<file path="config.mk">
export PLATFORM = sky130hd
export DESIGN_NAME = nonrestoring_divider_16
export DESIGN_NICKNAME = d
export VERILOG_FILES = /design/src/rtl/nonrestoring_divider_16.sv
export SDC_FILE = /design/constraint.sdc
export NUM_CORES = 1
export LEC_CHECK = 0
export CORE_UTILIZATION = 57
export DETAILED_ROUTE_END_ITERATION = 10
export PLACE_DENSITY = 0.89
export SLEW_MARGIN = 20
export SYNTH_ARGS = -nofsm -noshare
export SYNTH_HDL_FRONTEND = slang
export SYNTH_SLANG_ARGS = --single-unit
</file>
<file path="constraint.sdc">
create_clock -name clk -period 4.3 [get_ports clk]
set_input_delay 0.86 -clock clk [delete_from_list [all_inputs] [get_ports clk]]
set_output_delay 0.86 -clock clk [all_outputs]
set_load 0.05 [all_outputs]
</file>
<file path="src/rtl/nonrestoring_divider_16.sv">
// Sequential 16-bit unsigned non-restoring divider with valid/ready handshakes.
// One quotient bit per ITER cycle, then a single FIX cycle that corrects a negative partial remainder.
module nonrestoring_divider_16 #(
   parameter int WIDTH = 16
) (
   input  logic             clk,
   input  logic             rst,
   input  logic             start_valid,
   output logic             start_ready,
   input  logic [WIDTH-1:0] dividend,
   input  logic [WIDTH-1:0] divisor,
   output logic             out_valid,
   input  logic             out_ready,
   output logic [WIDTH-1:0] quotient,
   output logic [WIDTH-1:0] remainder,
   output logic             div_by_zero
);

   // state  | meaning
   // S_IDLE | waiting for operands, start_ready high
   // S_ITER | one shift plus add/subtract per cycle, cnt 0..15
   // S_FIX  | add D back if the final partial remainder is negative, load results
   // S_DONE | result held, out_valid high until out_ready
   typedef enum logic [1:0] {
      S_IDLE = 2'd0,
      S_ITER = 2'd1,
      S_FIX  = 2'd2,
      S_DONE = 2'd3
   } state_t;

   localparam logic [4:0] LAST_ITER = 5'(WIDTH - 1);

   state_t           state_q, state_d;
   logic [WIDTH:0]   p_q, p_d;
   logic [WIDTH-1:0] a_q, a_d;
   logic [WIDTH-1:0] d_q, d_d;
   logic [4:0]       cnt_q, cnt_d;
   logic [WIDTH-1:0] quo_q, quo_d;
   logic [WIDTH-1:0] rem_q, rem_d;
   logic             dbz_q, dbz_d;

   logic             accept;
   logic [WIDTH:0]   d_ext;
   logic [WIDTH:0]   p_shift;
   logic [WIDTH:0]   p_step;
   logic [WIDTH:0]   p_fix;

   assign accept  = (state_q == S_IDLE) && start_valid;
   assign d_ext   = {1'b0, d_q};
   assign p_shift = {p_q[WIDTH-1:0], a_q[WIDTH-1]};

   // The sign of the old partial remainder picks subtract (non-negative) or add (negative).
   always_comb begin
      p_step = p_shift - d_ext;
      if (p_q[WIDTH]) begin
         p_step = p_shift + d_ext;
      end
   end

   always_comb begin
      p_fix = p_q;
      if (p_q[WIDTH]) begin
         p_fix = p_q + d_ext;
      end
   end

   always_ff @(posedge clk or posedge rst) begin
      if (rst) begin
         state_q <= S_IDLE;
         p_q     <= '0;
         a_q     <= '0;
         d_q     <= '0;
         cnt_q   <= '0;
         quo_q   <= '0;
         rem_q   <= '0;
         dbz_q   <= 1'b0;
      end else begin
         state_q <= state_d;
         p_q     <= p_d;
         a_q     <= a_d;
         d_q     <= d_d;
         cnt_q   <= cnt_d;
         quo_q   <= quo_d;
         rem_q   <= rem_d;
         dbz_q   <= dbz_d;
      end
   end

   always_comb begin
      state_d = state_q;
      case (state_q)
         S_IDLE: begin
            if (start_valid) begin
               state_d = (divisor == '0) ? S_DONE : S_ITER;
            end
         end
         S_ITER: begin
            if (cnt_q == LAST_ITER) begin
               state_d = S_FIX;
            end
         end
         S_FIX: begin
            state_d = S_DONE;
         end
         S_DONE: begin
            if (out_ready) begin
               state_d = S_IDLE;
            end
         end
         default: begin
            state_d = S_IDLE;
         end
      endcase
   end

   always_comb begin
      p_d   = p_q;
      a_d   = a_q;
      d_d   = d_q;
      cnt_d = cnt_q;
      quo_d = quo_q;
      rem_d = rem_q;
      dbz_d = dbz_q;
      case (state_q)
         S_IDLE: begin
            if (accept) begin
               p_d   = '0;
               a_d   = dividend;
               d_d   = divisor;
               cnt_d = '0;
               if (divisor == '0) begin
                  quo_d = '1;
                  rem_d = dividend;
                  dbz_d = 1'b1;
               end else begin
                  dbz_d = 1'b0;
               end
            end
         end
         S_ITER: begin
            p_d   = p_step;
            a_d   = {a_q[WIDTH-2:0], ~p_step[WIDTH]};
            cnt_d = cnt_q + 5'd1;
         end
         S_FIX: begin
            p_d   = p_fix;
            quo_d = a_q;
            rem_d = p_fix[WIDTH-1:0];
         end
         default: begin
         end
      endcase
   end

   always_comb begin
      start_ready = 1'b0;
      out_valid   = 1'b0;
      case (state_q)
         S_IDLE:  start_ready = 1'b1;
         S_DONE:  out_valid   = 1'b1;
         default: begin
         end
      endcase
   end

   assign quotient    = quo_q;
   assign remainder   = rem_q;
   assign div_by_zero = dbz_q;

endmodule

</file>
==> Word level (Yosys, flattened, before mapping) <==
Index checks and enable logic that the tools add are counted.
{ "word_totals": {"ff_bits": 89, "in_bits": 36, "word_cells": 55, "output_inout_bits": 35} }
{ "op_classes": {"muxes": 22, "n_eq_ne": 9, "n_reduce_logical": 11, "n_bitwise": 1, "addsub": 4} }
{ "ops": {"columns": ["op", "n"], "rows": [
  ["$pmux 16 s2", 3],
  ["$mux 16", 5],
  ["$mux 17", 3],
  ["$pmux 17 s3", 1],
  ["$add 17x16->17", 2],
  ["$sub 17x16->17", 1],
  ["$logic_not 16->1", 1],
  ["$pmux 5 s2", 1],
  ["$mux 2", 4],
  ["$ne 2x2->1 const B", 4],
  ["$pmux 2 s4", 1],
  ["$reduce_and 2->1", 3],
  ["$reduce_and 3->1", 2],
  ["$add 5x1->5 const B", 1],
  ["$eq 5x4->1 const B", 1],
  ["$mux 5", 1],
  ["$eq 2x2->1 const B", 2],
  ["$reduce_bool 2->1", 2],
  ["$mux 1", 3],
  ["$reduce_bool 3->1", 1],
  ["$eq 2x1->1 const B", 1],
  ["$logic_not 2->1", 1],
  ["$ne 2x1->1 const B", 1],
  ["$logic_and 1x1->1", 1],
  ["$not 1->1", 1]
]} }

==> Depth between registers and ports, before layout <==
{ "depth": {"ltp_word": 4, "ltp_mapped": 14, "mapped_depth_nobuf": 14} }

==> Worst setup path after synthesis <==
OpenSTA, ideal clock, no wires.
{ "synth_timing": {"path_kind": "flip-flop to flip-flop", "from": "reg p_q[16]", "to": "reg a_q[0]", "stages_incl_launch_ff": 15, "period_less_slack_ns": 3.176, "required_ns": 4.231, "setup_slack_ns": 1.124, "arrival_ns": 3.107, "path_cell_list": "dfrtp_1 -> clkbuf_1 -> clkbuf_1 -> clkbuf_1 -> a21oi_1 -> xor2_1 -> ha_1 -> buf_4 -> a211o_1 -> a31oi_1 -> o31a_2 -> nor3_2 -> a211oi_2 -> or4_1 -> nand3_1"} }
{ "synth_between": {"elab_chain_cells": 3} }
{ "synth_rtl": {"columns": ["element", "line", "source"], "rows": [
  ["start, declared", "34", "logic [WIDTH:0] p_q, p_d;"],
  ["start signal, assigned", "79", "p_q <= p_d;"],
  ["$mux 17", "55", "if (p_q[WIDTH]) begin"],
  ["$not 1->1", "142", "a_d = {a_q[WIDTH-2:0], ~p_step[WIDTH]};"],
  ["$pmux 16 s2", "124", "case (state_q)"],
  ["end signal, assigned", "71", "a_q <= '0;"],
  ["end signal, assigned", "80", "a_q <= a_d;"],
  ["end, declared", "35", "logic [WIDTH-1:0] a_q, a_d;"]
]} }
No other way between the ends.
A chain may end at the register's enable or synchronous reset.

==> Worst setup path after layout <==
{ "layout_timing": {"from": "reg d_q[3]", "to": "reg p_q[16]"} }
{ "layout_between": {"elab_chain_cells": 3, "word_cells_on_any_way": 6, "cone_classes": "add/sub (3); mux (3)"} }
{ "layout_rtl": {"columns": ["element", "line", "source"], "rows": [
  ["start, declared", "36", "logic [WIDTH-1:0] d_q, d_d;"],
  ["start signal, assigned", "72", "d_q <= '0;"],
  ["start signal, assigned", "81", "d_q <= d_d;"],
  ["$add 17x16->17 (tied with other cells)", "63", "p_fix = p_q + d_ext;"],
  ["$mux 17, on equally long branches", "62, 55", null],
  ["$pmux 17 s3 *", "124", null]
]} }
Mark *: on every way between the ends. The rest lies on a longest branch, timed or not.

==> results.toml <==
[drt]
drc_errors = 0
antenna_left = 0
drt_wl_total_um = 16400
met2_length_um = 7920
vias_per_cell = 6.21
wl_met1_um = 7000
vias = 5448
highest_layer = "met4"
wl_met3_um = 1040
first_pass_iters = 5
wl_per_cell_um = 18.6
drt_first_iter_violations = 415

[cts]
cts_made_buffers = 9
tritoncts = "yes"
path_clk_slew_ns = 0.09
clock_path_buffers = 2
cts.repair.resized = 0
cts_root_buf = "clkbuf_8"
post_cts_buffers = 0
clock_latency_ns = 0.37
cts.htree.levels = 3
hold_buffers = 0
cts_sinks = 89

[yosys]
ys.flop_type = "dfrtp_1"
synth_fp_nets = 755
ys_seq_elements = 89
synthDistinctLibCells = 58
synth_area_um2 = 5930
synth_edf_count = 0
yosysWarnings = 0
syn_area_per_cell_um2 = 8.76
synthArstFlopShare_pct = 100
syn_inst = 677
yosysSeqAreaShare_pct = 37.6

[sta]
fmax_mhz = 270
final.setup.worst_slack_ns = 0.603
period_share_pct = 86.0
tightest_slew_ns = 0.771
timing.hold.ws_ns = 0.489
rsz0062_at_grt = "false"
skew_ns = 0.00691
slew_viol_final = 0
min_period_ns = 3.70
setup_viol = 0
finalSetupTns_ns = 0
slew_headroom_pct = 48.3
hold_viol = 0

[critical_path]
critical_path.top_delay_family = "simple AND/OR/NAND/NOR gates"
crit_chain = "nor4_1, nor4b_1, nor2b_1, nor2_1, xnor2_1, ha_1, a21oi_1, nor2_1, a211oi_1, o21bai_1, a211oi_2, xnor2_1, o21ai_1"
timing.critical_path.buf_inv = 0
slowest_delay_ns = 0.53
critPathKind = "reg2reg"
r2r_start = "d_q[3]"
ff2ff_setup_slack_ns = 0.60
reg2reg_to = "p_q[16]"
slowest_stage = "nor4b_1"
r2r_cells = 13
endpoint_kind = "register"
required_ns = 4.55
cp.arrival_ns = 3.95
path_max_fanout = 8
startpoint_type = "register"

[floorplan]
die_h_um = 104
ioPinCount = 71
fp.dieW_um = 104
die_area_um2 = 10800
rows = 36
start_util_pct = 59.8
core_um2 = 9910

[final_layout]
final_cell_mix = "dfrtp_1, o21ai_0, nand2_1, clkdlybuf4s50_1, a21oi_1"
syn_to_final_growth_pct = 17.6
final_nets = 817
diodes = 0
layout-drive-gt1-share_pct = 7.53
final_common_cell = "dfrtp_1"
nFillCells = 783
utilization_pct = 70.4

[pwr]
peakVddDrop_mv = 0.467
power_density_nw_per_um2 = 815
leakage_nw = 2.99

[placement]
gp_congestion = 0.925
pre_cts_slack_ns = 0.638
io_buffers = 70
hpwl_um = 12500

[min_path]
holdPathEnd = "remainder[4]"
min_path_type = "reg2reg"
hold_depth = 2
hp-start = "remainder[4]"

[global_route]
grt_max_degree = 40
antenna_found_initial = 0
grt_pass1_wl_um = 26800
grt_remaining_overflow = 0
grt_usage_pct = 31.5
grt_pass1_vias = 5312

[job]
cap_violations = 0

[status]
status = "complete, no violations"
-- area by class of cell --
| cell class | instances | area [µm²] | area share [%] |
|---|---|---|---|
| timing repair buffer | 80 | 776 | 11.1 |
| multi-input combinational | 518 | 3440 | 49.3 |
| sequential | 89 | 2230 | 31.9 |
| tap | 133 | 166 | 2.39 |
| clock inverter | 5 | 60.1 | 0.861 |
| inverter | 41 | 155 | 2.23 |
| clock buffer | 11 | 151 | 2.17 |
-- cell usage after synthesis, drive strengths merged (2+ instances only) --
cell type	instances	area [µm²]
dfrtp	89	2230
o21ai	72	360
nand2	70	263
a21oi	57	285
nor2	55	206
inv	41	154
ha	40	500
a31oi	25	156
clkbuf	24	90.1
mux2i	24	240
xor2	22	193
mux2	19	214
xnor2	18	158
nor3	15	85.1
a21o	10	76.3
nand3	10	50.1
a211oi	9	72.6
nand4	6	37.5
and3	5	31.3
buf	5	26.3
o31ai	5	42.5
a21boi	4	30.0
a22oi	4	30.0
nor2b	4	25.0
o21bai	4	30.0
nor4	3	18.8
o211ai	3	22.5
o21a	3	22.5
o221ai	3	26.3
a32oi	2	17.5
fa	2	40.0
nand2b	2	12.5
nor3b	2	15.0
nor4b	2	17.5
o31a	2	18.8
or3	2	12.5
-- cells by family after synthesis --
group | after synthesis | synth area share, %
AOI/OAI and AO/OA | 211 | 21.4
xor gates and xnor gates | 40 | 5.91
adders and majority gates | 42 | 9.12
buffers and inverters | 70 | 4.56
DFF | 89 | 37.6
muxes | 43 | 7.66
and+or+nand+nor | 182 | 13.8
-- where the power goes --
part	leakage, nW	internal (mW)	switching (mW)
Clock	0.106	0.304	0.324
Sequential	1.07	1.16	0.354
Combinational	1.81	1.31	2.22
Total	2.99	2.78	2.90
-- state kept, by name (all words and copies together), names as in the netlist --
signal	cells
a_q	16
state_q	2
div_by_zero	1
remainder	16
quotient	16
d_q	16
cnt_q	5
p_q	17
-- stage by stage --
stage               cell area, µm²  total power [mW]  std cells
floorplan                     5930              4.01        677
global placement              6760              4.87        861
detailed placement            6760              5.00        861
CTS                           6970              5.63        877
global route                  6970              6.07        877
finish                        6970              5.68        877
-- metal layers --
metal | GRT usage (%) | up-vias
li1 | - | 2540
met5 | 0 | -
met4 | 12.8 | 0
met3 | 3.88 | 34
met2 | 53.2 | 255
met1 | 41.2 | 2619
-- worst register-to-register path, cell delays in order, from the launching register on --
cell and delay, ns:
dfrtp_1 0.45, nor4_1 0.43, nor4b_1 0.53, nor2b_1 0.30, nor2_1 0.08, xnor2_1 0.16
ha_1 0.38, a21oi_1 0.21, nor2_1 0.07, a211oi_1 0.30, o21bai_1 0.13, a211oi_2 0.31
xnor2_1 0.15, o21ai_1 0.08
-- worst max-delay path by stage --
stage             from  endpoint  cells after the start
6_report        d_q[3]   p_q[16]                     13
5_1_grt         d_q[2]    a_q[0]                     13
4_1_cts         d_q[2]   p_q[16]                     13
3_5_place_dp    d_q[2]   p_q[16]                     13
3_3_place_gp    d_q[2]   p_q[16]                     13
2_1_floorplan  p_q[16]    a_q[0]                     14
No activity file was read; power rests on OpenSTA's default activity.
==> patch (same flow settings) <==
Register the input `divisor` before use, with the module's reset. The logic sees it one clock later. The other inputs are not delayed to match.
--- a/src/rtl/nonrestoring_divider_16.sv
+++ b/src/rtl/nonrestoring_divider_16.sv
@@ -29,6 +29,16 @@
    } state_t;
 
    localparam logic [4:0] LAST_ITER = 5'(WIDTH - 1);
+
+   logic [WIDTH-1:0] divisor_q;
+
+   always_ff @(posedge clk or posedge rst) begin
+      if (rst) begin
+         divisor_q <= '0;
+      end else begin
+         divisor_q <= divisor;
+      end
+   end
 
    state_t           state_q, state_d;
    logic [WIDTH:0]   p_q, p_d;
@@ -91,7 +101,7 @@
       case (state_q)
          S_IDLE: begin
             if (start_valid) begin
-               state_d = (divisor == '0) ? S_DONE : S_ITER;
+               state_d = (divisor_q == '0) ? S_DONE : S_ITER;
             end
          end
          S_ITER: begin
@@ -126,9 +136,9 @@
             if (accept) begin
                p_d   = '0;
                a_d   = dividend;
-               d_d   = divisor;
+               d_d   = divisor_q;
                cnt_d = '0;
-               if (divisor == '0) begin
+               if (divisor_q == '0) begin
                   quo_d = '1;
                   rem_d = dividend;
                   dbz_d = 1'b1;
Check against the original RTL: not equivalent (a bounded check fails within 4 cycles, from zero or initial values and one cycle with rst high).
==> patch against the unedited design <==
Routed wire length is 5.2% higher. Power is 18% higher. Sequential cell count is 16 higher. Sequential power is 16% higher. Synthesized area is 9.0% higher. Critical path type unchanged. Final area is 9.2% higher. Synthesized cell count is 2.5% higher. Largest cell class unchanged. Cell count is 2.9% higher. Non-clock buffer count is 1 higher. Critical path depth is 2 lower. Count of clock-buffer cells in the layout is 1 lower. Sequential share of layout area is 2.6 points higher. Setup slack better by 0.30 ns. Utilization is 0.71 points lower.
==> patch: results (changes against the unedited design) <==
- Outcome: completed (unchanged)
- Layout cell share with drive strength beyond 1: 7.74% (was 7.53%)
- Initial DRC Count: 632 (was 415)
- Post-CTS Resized: 0 (unchanged)
- Number of unique standard cell types used by synthesis: 63 (was 58)
- Root Buffer Master: clkbuf_16 (was clkbuf_8)
- Largest net degree at the start of global routing: 93 (was 40)
- Mapped Nets: 773 (was 755)
- FILL cells: 834 (was 783)
- Multi-input gates: 522 (was 518)
- Clock-cell share: 3.98% (was 3.03%)
- Clock buffer cells: 10 (was 11)
- Max-slew headroom: 32.5% (was 48.3%)
- Top cells by count, synth: 105 x dfrtp_1, 71 x nand2_1, 55 x o21ai_0 (was 89 x dfrtp_1, 71 x o21ai_0, 70 x nand2_1)
- Ys async rst share: 100% (unchanged)
- Post-DP Area: 0.00731 mm2 (was 0.00676 mm2)
- GPL Wtd Cong: 0.954 (was 0.925)
- WL final: 17200 um (was 16400 um)
- Area contributors post-synth: dfrtp_1 41%, ha_1 7.9%, mux2i_1 4.5%, o21ai_0 4.3%, nand2_1 4.1% (was dfrtp_1 38%, ha_1 8.4%, o21ai_0 6.0%, a21oi_1 4.8%, nand2_1 4.4%)
- Seq/total area: 34.5% (was 31.9%)
- Register area: 0.00263 mm2 (was 0.00223 mm2)
- Place WS: 0.916 ns (was 0.638 ns)
- Signal inverters: 39 (was 41)
- Grt met1 use: 38.5% (was 41.2%)
- CP max stage delay: 0.88 ns (was 0.53 ns)
- Non-clk bufs: 81 (was 80)
- Register area share after synthesis: 40.7% (was 37.6%)
- Multi-input combinational area share: 47.0% (was 49.3%)
- First-pass GRT wire length: 27500 um (was 26800 um)
- Crit path DAT: 3.63 ns (was 3.95 ns)
- Worst-path clk slew: 0.07 ns (was 0.09 ns)
- Worst IR Drop VDD: 482 uV (was 467 uV)
- Crit-path leading delay family: compound AO/OA/AOI/OAI gates (was simple AND/OR/NAND/NOR gates)
- Met3 Use GR: 5.18% (was 3.88%)
- Total Nets Final: 837 (was 817)
- Max FO, Critical Path: 23 (was 8)
- Clock latency on the worst-skew pair: 0.35 ns (was 0.37 ns)
- Buffering overhead: 10.3% (was 11.1%)
- Total GRT Usage: 30.9% (was 31.5%)
- Sequential cells: 105 (was 89)
- Vias in the first global route: 5474 (was 5312)
- Drt via density: 6.23 (was 6.21)
- Max Buffers Root-to-Sink: 2 (unchanged)
- GR Util met2: 52.4% (was 53.2%)
- Utilization after layout: 69.6% (was 70.4%)
- Final Skew: 0.00824 ns (was 0.00691 ns)
- Slowest CP cell: dfrtp_1 (was nor4b_1)
- Static leakage: 3.39 nW (was 2.99 nW)
- Hpwl dp: 12800 um (was 12500 um)
-- patch: cell types whose count changed after synthesis, sizes merged, moves of 7 or more --
cell | before | now
dfrtp | 89 | 105
a21oi | 57 | 40
xor2 | 22 | 14
o21a | 3 | 10
o21ai | 72 | 64
nand2b | 2 | 10
-- patch: final timing paths --
path | from | to | slack [ns] | cells past startpoint
worst min-delay path | remainder[4] | remainder[4] | 0.47 | 2
worst min register to register | remainder[4] | remainder[4] | 0.47 | 2
worst max-delay path | p_q[16] | a_q[0] | 0.90 | 11
min in group asynchronous | rst | remainder[4] | 1.05 | 2
worst max register to register | p_q[16] | a_q[0] | 0.90 | 11
max in group asynchronous | rst | a_q[3] | 2.60 | 3
-- patch: per-stage QoR --
| stage | cells | total power [W] |
|---|---|---|
| after global routing | 902 | 0.00716 |
| final | 902 | 0.00672 |
| after floorplan | 694 | 0.00469 |
| after CTS | 902 | 0.00665 |
| after global placement | 887 | 0.00563 |
| after detailed placement | 887 | 0.00578 |
-- patch: cells by family after synthesis --
logic type,synth area share [%]
AOI/OAI and AO/OA,19.7
xor gates and xnor gates,4.72
adders and majority gates,8.56
buffers and inverters,4.03
DFF,40.7
muxes,7.98
and+or+nand+nor,14.4
-- patch: per-layer routing --
metal | wire (um) | vias to the layer above
li1 | - | 2617
met1 | 6900 | 2669
met5 | 0 | -
met2 | 8330 | 283
met3 | 1320 | 49
met4 | 658 | 0
-- patch: power by group --
group	switching (W)	internal, W	total, W
registers	0.000411	0.00135	0.00176
clock network	0.000376	0.000469	0.000845
logic	0.00253	0.00158	0.00411
total	0.00332	0.00340	0.00672
